File: src/rtl/msrv32_bus_pkg.sv
// Shared AHB-lite transfer encodings and arbiter FSM states for the msrv32 bus arbiter.
package msrv32_bus_pkg;

    localparam logic [1:0] HTRANS_IDLE   = 2'b00;
    localparam logic [1:0] HTRANS_NONSEQ = 2'b10;

    typedef enum logic [1:0] {
        ST_IDLE  = 2'b00,
        ST_IDATA = 2'b01,
        ST_DDATA = 2'b10
    } bus_state_e;

endpackage

File: src/rtl/msrv32_arb_priority.sv
// Winner selection between fetch and data requesters, with a starvation counter
// that forces a fetch grant after STARVE_MAX consecutive data grants.
module msrv32_arb_priority
    import msrv32_bus_pkg::*;
#(
    parameter int unsigned STARVE_MAX = 4
) (
    input  logic clk,
    input  logic rst,
    input  logic arb_en,
    input  logic i_req,
    input  logic d_req,
    output logic i_win,
    output logic d_win
);

    localparam int unsigned CW = (STARVE_MAX < 1) ? 1 : $clog2(STARVE_MAX + 1);
    localparam logic [CW-1:0] STARVE_LIM = CW'(STARVE_MAX);

    logic [CW-1:0] starve_q;
    logic [CW-1:0] starve_d;
    logic          starved;

    always_comb begin
        starved  = (starve_q == STARVE_LIM);
        i_win    = arb_en && i_req && (!d_req || starved);
        d_win    = arb_en && d_req && !i_win;
        starve_d = starve_q;
        if (!i_req || i_win) begin
            starve_d = '0;
        end else if (d_win && !starved) begin
            starve_d = starve_q + 1'b1;
        end
    end

    always_ff @(posedge clk) begin
        if (rst) begin
            starve_q <= '0;
        end else begin
            starve_q <= starve_d;
        end
    end

endmodule

File: src/rtl/msrv32_bus_arbiter.sv
// Two-master (fetch/data) to single AHB-lite master arbiter with pipelined
// address/data phases and starvation protection for instruction fetch.
module msrv32_bus_arbiter
    import msrv32_bus_pkg::*;
#(
    parameter int unsigned STARVE_MAX = 4
) (
    input  logic        ms_riscv32_mp_clk_in,
    input  logic        ms_riscv32_mp_rst_in,
    input  logic        i_req_in,
    input  logic [31:0] i_addr_in,
    output logic        i_gnt_out,
    output logic        i_valid_out,
    output logic        i_err_out,
    output logic [31:0] i_rdata_out,
    input  logic        d_req_in,
    input  logic        d_we_in,
    input  logic [31:0] d_addr_in,
    input  logic [31:0] d_wdata_in,
    input  logic [3:0]  d_mask_in,
    output logic        d_gnt_out,
    output logic        d_valid_out,
    output logic        d_err_out,
    output logic [31:0] d_rdata_out,
    output logic [31:0] haddr_out,
    output logic [1:0]  htrans_out,
    output logic        hwrite_out,
    output logic [3:0]  hmask_out,
    output logic [31:0] hwdata_out,
    input  logic [31:0] hrdata_in,
    input  logic        hready_in,
    input  logic        hresp_in
);

    bus_state_e  state_q;
    bus_state_e  state_d;
    logic [31:0] hwdata_q;
    logic [31:0] hwdata_d;
    logic        arb_en;
    logic        phase_done;
    logic        i_win;
    logic        d_win;

    // Reset gates both arbitration and completion so every output reads 0 while asserted.
    assign arb_en     = !ms_riscv32_mp_rst_in && ((state_q == ST_IDLE) || hready_in);
    assign phase_done = !ms_riscv32_mp_rst_in && (state_q != ST_IDLE) && hready_in;

    msrv32_arb_priority #(
        .STARVE_MAX(STARVE_MAX)
    ) u_arb_priority (
        .clk    (ms_riscv32_mp_clk_in),
        .rst    (ms_riscv32_mp_rst_in),
        .arb_en (arb_en),
        .i_req  (i_req_in),
        .d_req  (d_req_in),
        .i_win  (i_win),
        .d_win  (d_win)
    );

    always_comb begin
        htrans_out  = HTRANS_IDLE;
        haddr_out   = '0;
        hwrite_out  = 1'b0;
        hmask_out   = '0;
        i_gnt_out   = i_win;
        d_gnt_out   = d_win;
        i_valid_out = 1'b0;
        i_err_out   = 1'b0;
        i_rdata_out = '0;
        d_valid_out = 1'b0;
        d_err_out   = 1'b0;
        d_rdata_out = '0;
        hwdata_out  = (!ms_riscv32_mp_rst_in && (state_q == ST_DDATA)) ? hwdata_q : '0;

        if (i_win) begin
            htrans_out = HTRANS_NONSEQ;
            haddr_out  = i_addr_in;
            hmask_out  = 4'hF;
        end else if (d_win) begin
            htrans_out = HTRANS_NONSEQ;
            haddr_out  = d_addr_in;
            hwrite_out = d_we_in;
            hmask_out  = d_mask_in;
        end

        if (phase_done && (state_q == ST_IDATA)) begin
            i_err_out   = hresp_in;
            i_valid_out = !hresp_in;
            i_rdata_out = hresp_in ? '0 : hrdata_in;
        end
        if (phase_done && (state_q == ST_DDATA)) begin
            d_err_out   = hresp_in;
            d_valid_out = !hresp_in;
            d_rdata_out = hresp_in ? '0 : hrdata_in;
        end
    end

    always_comb begin
        state_d  = state_q;
        hwdata_d = hwdata_q;
        if (i_win) begin
            state_d  = ST_IDATA;
            hwdata_d = '0;
        end else if (d_win) begin
            state_d  = ST_DDATA;
            hwdata_d = d_we_in ? d_wdata_in : '0;
        end else if (phase_done) begin
            state_d  = ST_IDLE;
            hwdata_d = '0;
        end
    end

    always_ff @(posedge ms_riscv32_mp_clk_in) begin
        if (ms_riscv32_mp_rst_in) begin
            state_q  <= ST_IDLE;
            hwdata_q <= '0;
        end else begin
            state_q  <= state_d;
            hwdata_q <= hwdata_d;
        end
    end

endmodule

File: config.mk
export PLATFORM = sky130hd
export DESIGN_NAME = msrv32_bus_arbiter
export DESIGN_NICKNAME = d
export VERILOG_FILES = /design/src/rtl/msrv32_bus_pkg.sv /design/src/rtl/msrv32_arb_priority.sv /design/src/rtl/msrv32_bus_arbiter.sv
export SDC_FILE = /design/constraint.sdc
export NUM_CORES = 1
export LEC_CHECK = 0
export BUFFER_PORTS_ARGS = -buffer_cell sky130_fd_sc_hd__buf_2
export CAP_MARGIN = 40
export CORE_AREA = 8 8 102 104
export CTS_CLUSTER_SIZE = 25
export DETAILED_ROUTE_END_ITERATION = 12
export DIE_AREA = 0 0 110 112
export GPL_TIMING_DRIVEN = 0
export PLACE_DENSITY = 0.74
export SETUP_SLACK_MARGIN = 0.4
export SYNTH_ARGS = -nofsm -noshare
export SYNTH_HDL_FRONTEND = slang
export SYNTH_SLANG_ARGS = --single-unit
File: constraint.sdc
create_clock -name ms_riscv32_mp_clk_in -period 3.4 [get_ports ms_riscv32_mp_clk_in]
set_input_delay 0.68 -clock ms_riscv32_mp_clk_in [delete_from_list [all_inputs] [get_ports ms_riscv32_mp_clk_in]]
set_output_delay 0.68 -clock ms_riscv32_mp_clk_in [all_outputs]
set_load 0.01 [all_outputs]
==> metrics.yaml, run 1 <==
final_layout:
  seq_area_um2: 741
  diodes: 0
  area_delta_synth_final_pct: 65.3
  finalInstanceArea_um2: 4200
  fin_cells: 708
  drive_above_1_share: 0.533
  utilization: 0.473
  final_nets: 738
  fill_cells: 897
  multiInputGateArea_um2: 1640
timing:
  setup_ws_ns: 0.601
  setup_tns_ns: 0
  rsz0062_at_grt: "no"
  setup_viol: 0
  slew_violations: 0
  whs_ns: 0.520
  period_needed_ns: 2.80
  fmax_ghz: 0.357
  skew_ns: 0.00583
  period_share: 0.823
  hold_violations: 0
power_and_ir_drop:
  total_power_mw: 1.03
  peakVddDrop_mv: 0.199
  powerDensity_nw_per_um2: 245
  leakagePower_nw: 2.43
place:
  io_buffers: 278
  dp.cells: 698
  placed_area_um2: 4080
  gp_congestion: 0.944
  pre_cts_slack_ns: 0.396
  hpwl_um: 10700
grt:
  grt_max_degree: 11
  grt_overflow: 0
  grt_pass1_vias: 3588
  grt_antenna_before_repair: 0
  grt_pass1_wl_um: 19000
  grt.total_usage: 0.189
setup_path:
  rrSetupSlack_ns: 1.46
  crit_top_cell: "buf_2"
  end_kind: "output port"
  crit_path_cell_trace: "inv_1 > ha_1 > a21boi_2 > o211ai_2 > inv_2 > buf_2 > a22o_1 > buf_2"
  rr_startpoint: "u_arb_priority.starve_q[0]"
  critPathKind: "reg2out"
  crit_family: "compound AO/OA/AOI/OAI gates"
  r2r_cells: 7
  cpPeakStageDelay_ns: 0.33
  cp_num_buf_inv: 4
  rr_endpoint: "hwdata_q[5]"
  startpoint_type: "register"
  worstPathMaxFanout: 10
  cp_slowest_cell: "dfxtp_1"
  worstPathRequired_ns: 2.72
  cp_data_arrival_time_ns: 2.12
yosys:
  yosysMostFrequentCell: "and2_1"
  synth_edf_count: 0
  synthArstFlopShare: 0
  synth-seq-cells: 37
  yosysWarnings: 0
  synth_area_leader_cell: "dfxtp_1"
  yosys-top-cells-count: "and2_1 (97), dfxtp_1 (37), nor3_1 (33), a22o_1 (32), a32oi_1 (32)"
  syn_inst: 308
  avgSynthCellArea_um2: 8.25
  synth_area_leaders: "dfxtp_1 (29%), and2_1 (24%), a22o_1 (11%), a32oi_1 (11%), nor3_1 (6.5%)"
  synth_area_um2: 2540
  synthDominantCellAreaShare: 0.291
  synth-main-ff-cell: "dfxtp_1"
  ys_seq_area_frac: 0.291
  syn_nets: 449
  synth.distinct_cells: 35
clock_network:
  clk_pin_slew_ns: 0.06
  cts_max_level: 2
  cts-root-buf: "clkbuf_8"
  cts_tree: "built"
  clockBufferDepth: 2
  cts_buffers: 5
  clock_latency_ns: 0.28
  cts_num_sinks: 37
floorplan:
  die_h_um: 112
  core-area_um2: 8890
  die-width_um: 110
  ios: 280
  fp-row-count: 35
  start_util: 0.286
  dieArea_um2: 12300
worst_hold_path:
  hp-class: "reg2reg"
  worstHoldPathCells: 2
  hp-start: "state_q[1]"
  min_to: "state_q[1]"
route:
  drc_errors: 0
  num_vias: 3499
  drt_iter0_markers: 231
  vias_per_cell: 4.94
  wl_per_cell_um: 18.1
  drt_wl_total_um: 12800
  ant_nets: 0
  dr.pass1.iters: 4
run_status:
  status: "completed"
job:
  maxCapViolations: 0
## tightest hold or removal path: stages (launching register included)
cell and delay, ns:
dfxtp_1 0.35, nand2_1 0.07, a21oi_1 0.06
## layout make-up
class,count,share of cell area
multi-input cells,232,0.391
repair buffers,282,0.338
flip-flops and latches,37,0.176
plain buffers,33,0.0363
well taps,111,0.0330
clock buffers,7,0.0205
inverters,6,0.00536
## routing by layer
metal / share of wire / wire [um] / global-route usage / vias up
met2: 0.49 / 6300 / 0.332 / 156
met5: 0 / 0 / 0 / -
met1: 0.40 / 5120 / 0.222 / 1642
li1: - / - / - / 1693
met3: 0.10 / 1290 / 0.0537 / 8
met4: 0.0055 / 70 / 0.0297 / 0
## sequential cells by signal (all words and copies together), names as in the netlist
signal                   cells
hwdata_q                    32
u_arb_priority.starve_q      3
state_q                      2
## repair_timing
item | in CTS | in global routing
gates resized for setup | 1 | 10
hold buffers | 0 | 0
setup buffers | 3 | 0
endpoints found under the hold margin | 0 | 0
pin swaps | 1 | 0
setup endpoints to repair | 11 | 50
## cell usage in the layout (no fill, tap or decap), types with 3 or more instances in the layout
cell and count:
a22o_1 32, a21o_1 4, and2_1 97, nor3_1 33
dfxtp_1 37, inv_1 5, buf_2 292, clkbuf_1 15
nand2_1 3, and3_1 4, buf_4 5, a32oi_1 32
clkbuf_2 4, clkbuf_8 6
## cells by family after synthesis
group           count (synthesis)  share of synthesized area
buf+inv                        39                     0.0669
flops                          37                      0.291
other cells                     1                    0.00147
fa+ha+maj                       2                    0.00984
xor+xnor                        2                    0.00689
compound gates                 76                      0.259
mux                             1                    0.00394
simple gates                  150                      0.360
## worst max-delay path by stage
stage / cells after the start / from / endpoint / slack (ns)
6_report: 8 / u_arb_priority.starve_q[0] / haddr_out[14] / 0.60
3_3_place_gp: 6 / ms_riscv32_mp_rst_in / d_rdata_out[8] / 0.12
5_1_grt: 8 / u_arb_priority.starve_q[1] / haddr_out[5] / 0.40
2_1_floorplan: 5 / d_req_in / haddr_out[0] / 0.93
3_5_place_dp: 7 / d_req_in / haddr_out[5] / 0.40
4_1_cts: 6 / ms_riscv32_mp_rst_in / hwdata_out[13] / 0.40
## power by group
group | total [mW] | switching (mW) | internal (mW)
Sequential | 0.453 | 0.00725 | 0.446
Clock | 0.302 | 0.142 | 0.161
Combinational | 0.274 | 0.142 | 0.132
(Power assumes the default switching activity.)
==> run 2, diff against run 1 <==
Settings changed: ABC_AREA set to 1, CORE_AREA 8 8 102 104 to not set, CORE_ASPECT_RATIO set to 1.4, CORE_MARGIN set to 8, CORE_UTILIZATION set to 35, DIE_AREA 0 0 110 112 to not set, PLACE_DENSITY 0.74 to 0.83.
Clock period 3.4 ns to 2.5 ns, I/O delays scaled along.
==> metrics.yaml, run 2 <==
floorplan:
  die_h_um: 127  # +14%
  dieArea_um2: 12200  # -1.3%
  fp-row-count: 40  # +14%
  die-width_um: 95.5  # -13%
  start_util: 0.360  # +0.0740
  core-area_um2: 8610  # -3.2%
  ios: 280  # unchanged
yosys:
  synth_area_um2: 3100  # +22%
  yosysWarnings: 0  # unchanged
  syn_nets: 694  # +55%
  synth_area_leader_cell: "dfxtp_1"
  synthDominantCellAreaShare: 0.239  # -0.0523
  avgSynthCellArea_um2: 5.60  # -32%
  yosysMostFrequentCell: "nand2_1"
  synth_edf_count: 0  # unchanged
  synth-main-ff-cell: "dfxtp_1"
  ys_seq_area_frac: 0.239  # -0.0523
  synth.distinct_cells: 25  # -29%
  syn_inst: 553  # +80%
  synth_area_leaders: "dfxtp_1 (24%), nand2_1 (18%), inv_1 (13%), nor2_1 (12%), nand4_1 (6.5%)"
  synthArstFlopShare: 0  # unchanged
  synth-seq-cells: 37  # unchanged
  yosys-top-cells-count: "nand2_1 (147), inv_1 (105), nor2_1 (98), dfxtp_1 (37)"
final_layout:
  final_nets: 1000  # +36%
  largest_reg_flops: 32  # unchanged
  drive_above_1_share: 0.467  # -0.0652
  diodes: 0  # unchanged
  largestRegisters: "hwdata_q: 32 flops, u_arb_priority.starve_q: 3 flops, state_q: 2 flops"
  final_common_cell: "buf_2"
  utilization: 0.616  # +0.143
  largest_register: "hwdata_q"
  fill_cells: 836  # -6.8%
  area_delta_synth_final_pct: 71.1
  mostFrequentLayoutCells: "buf_2 (269), nand2_1 (112), inv_1 (102)"
grt:
  grt.total_usage: 0.222  # +0.0330
  grt_pass1_vias: 4226  # +18%
  gr-usage-met2: 0.382  # +0.0503
  grt_overflow: 0  # unchanged
  busiest_layer: "met2"
  grt_pass1_wl_um: 21600  # +14%
  grt_max_degree: 12  # +1
  met1_usage: 0.226  # +0.00454
  grtUsageMet3: 0.104  # +0.0506
  grt_antenna_before_repair: 3  # +3
clock_network:
  cts-hold-fix-buffers: 0  # unchanged
  clockBufferDepth: 2  # unchanged
  clock_latency_ns: 0.28  # about the same
  cts_max_level: 2  # unchanged
  cts_num_sinks: 37  # unchanged
  clk_pin_slew_ns: 0.06  # about the same
  cts-root-buf: "clkbuf_16"
  cts_buffers: 5  # unchanged
  cts_tree: "built"
setup_path:
  cpPeakStageDelay_ns: 0.33  # about the same
  end_kind: "output port"
  cp_data_arrival_time_ns: 1.66  # -0.46 ns
  worstPathMaxFanout: 5  # -5
  startpoint_type: "register"
  cp_slowest_cell: "dfxtp_2"
  crit_top_cell: "nand2_4"
  critPathKind: "reg2out"
  crit_path_cell_trace: "inv_2 > ha_4 > nand2_4 > nand2_4 > nand2_4 > nand3_4 > inv_8 > buf_6 > nand2_2 > nand2_1 > buf_2"
  worstPathRequired_ns: 2.00  # -0.72 ns
  r2r_cells: 11  # +4
timing:
  fmax_ghz: 0.462
  setup_viol: 0  # unchanged
  setup_tns_ns: 0  # unchanged
  skew_ns: 0.00276  # -0.00306 ns
  period_share: 0.865
  whs_ns: 0.460  # -0.0595 ns
  period_needed_ns: 2.16
  rsz0062_at_grt: "yes"
  setup_ws_ns: 0.337  # -0.265 ns
  hold_violations: 0  # unchanged
  slew_violations: 0  # unchanged
power_and_ir_drop:
  leakagePower_nw: 3.25  # +34%
  powerDensity_nw_per_um2: 374  # +53%
  peakVddDrop_mv: 0.400  # +100%
place:
  gp_congestion: 0.881  # -6.7%
  io_buffers: 276  # -0.72%
  hpwl_um: 11700  # +9.2%
  pre_cts_slack_ns: 0.182  # -0.213 ns
worst_hold_path:
  hp-class: "in2reg"
  worstHoldPathCells: 2  # unchanged
route:
  num_vias: 4508  # +29%
  drt_wl_total_um: 15100  # +18%
  drt_iter0_markers: 243  # +5.2%
  drc_errors: 0  # unchanged
  ant_nets: 0  # unchanged
  vias_per_cell: 4.67  # -5.5%
  wl_per_cell_um: 15.7  # -13%
  dr.pass1.iters: 4  # unchanged
run_status:
  status: "completed"
job:
  maxCapViolations: 0  # unchanged
[run 2: final timing paths]
check | slack, ns | to | startpoint
worst min-delay path | 0.46 | state_q[0] | ms_riscv32_mp_rst_in
worst max-delay path | 0.34 | haddr_out[22] | u_arb_priority.starve_q[0]
worst min register to register | 0.48 | hwdata_q[29] | hwdata_q[29]
worst max register to register | 0.81 | hwdata_q[11] | u_arb_priority.starve_q[0]
[run 2: through the flow]
step	cell area [um2]	power, mW	cells
final	5300	1.98	965
after global routing	5300	2.06	965
after CTS	5040	1.93	958
after detailed placement	4610	1.14	934
after global placement	4610	1.14	934
after floorplan	3100	0.915	553
[run 2: timing repair]
action	in CTS	in global routing
cloned	5	1
pin swaps	8	12
endpoints found under the setup margin	99	107
endpoints found under the hold margin	0	0
resized for setup	47	63
setup buffers	11	6
[run 2: report_power, final]
| part | internal, mW | switching, mW |
|---|---|---|
| registers | 0.608 | 0.0124 |
| logic | 0.280 | 0.339 |
| clock network | 0.498 | 0.245 |
| total | 1.39 | 0.596 |
[run 2: cells by family (layout without fill, tap and decap cells)]
kind of cell,after synthesis,in the layout,synth area share
xor+xnor,1,1,0.00283
compound gates,37,37,0.0606
other cells,1,1,0.00121
fa+ha+maj,2,2,0.00807
simple gates,326,327,0.460
flops,37,37,0.239
buf+inv,149,455,0.229
[run 2: area by class of cell]
| type | count | area (um2) | share of cell area |
|---|---|---|---|
| multi-input combinational | 368 | 1830 | 0.346 |
| timing repair buffer | 297 | 1640 | 0.310 |
| sequential | 37 | 748 | 0.141 |
| inverter | 108 | 420 | 0.0793 |
| buffer | 41 | 344 | 0.0649 |
| clock buffer | 7 | 143 | 0.0269 |
| tap | 105 | 131 | 0.0248 |
| clock inverter | 1 | 30.0 | 0.00566 |
| timing repair inverter | 1 | 8.76 | 0.00165 |
[run 2: metal layers]
layer	vias up	part of all wire
li1	2280	-
met1	1976	0.35
met2	215	0.49
met3	31	0.14
met4	6	0.025
met5	-	0.0025
[run 2: worst max-delay path: cells and delay by family (launching register included)]
family | cells | cell delay, ns
buffers and inverters | 4 | 0.45
and+or+nand+nor | 6 | 0.45
DFF | 1 | 0.33
adders and majority gates | 1 | 0.16
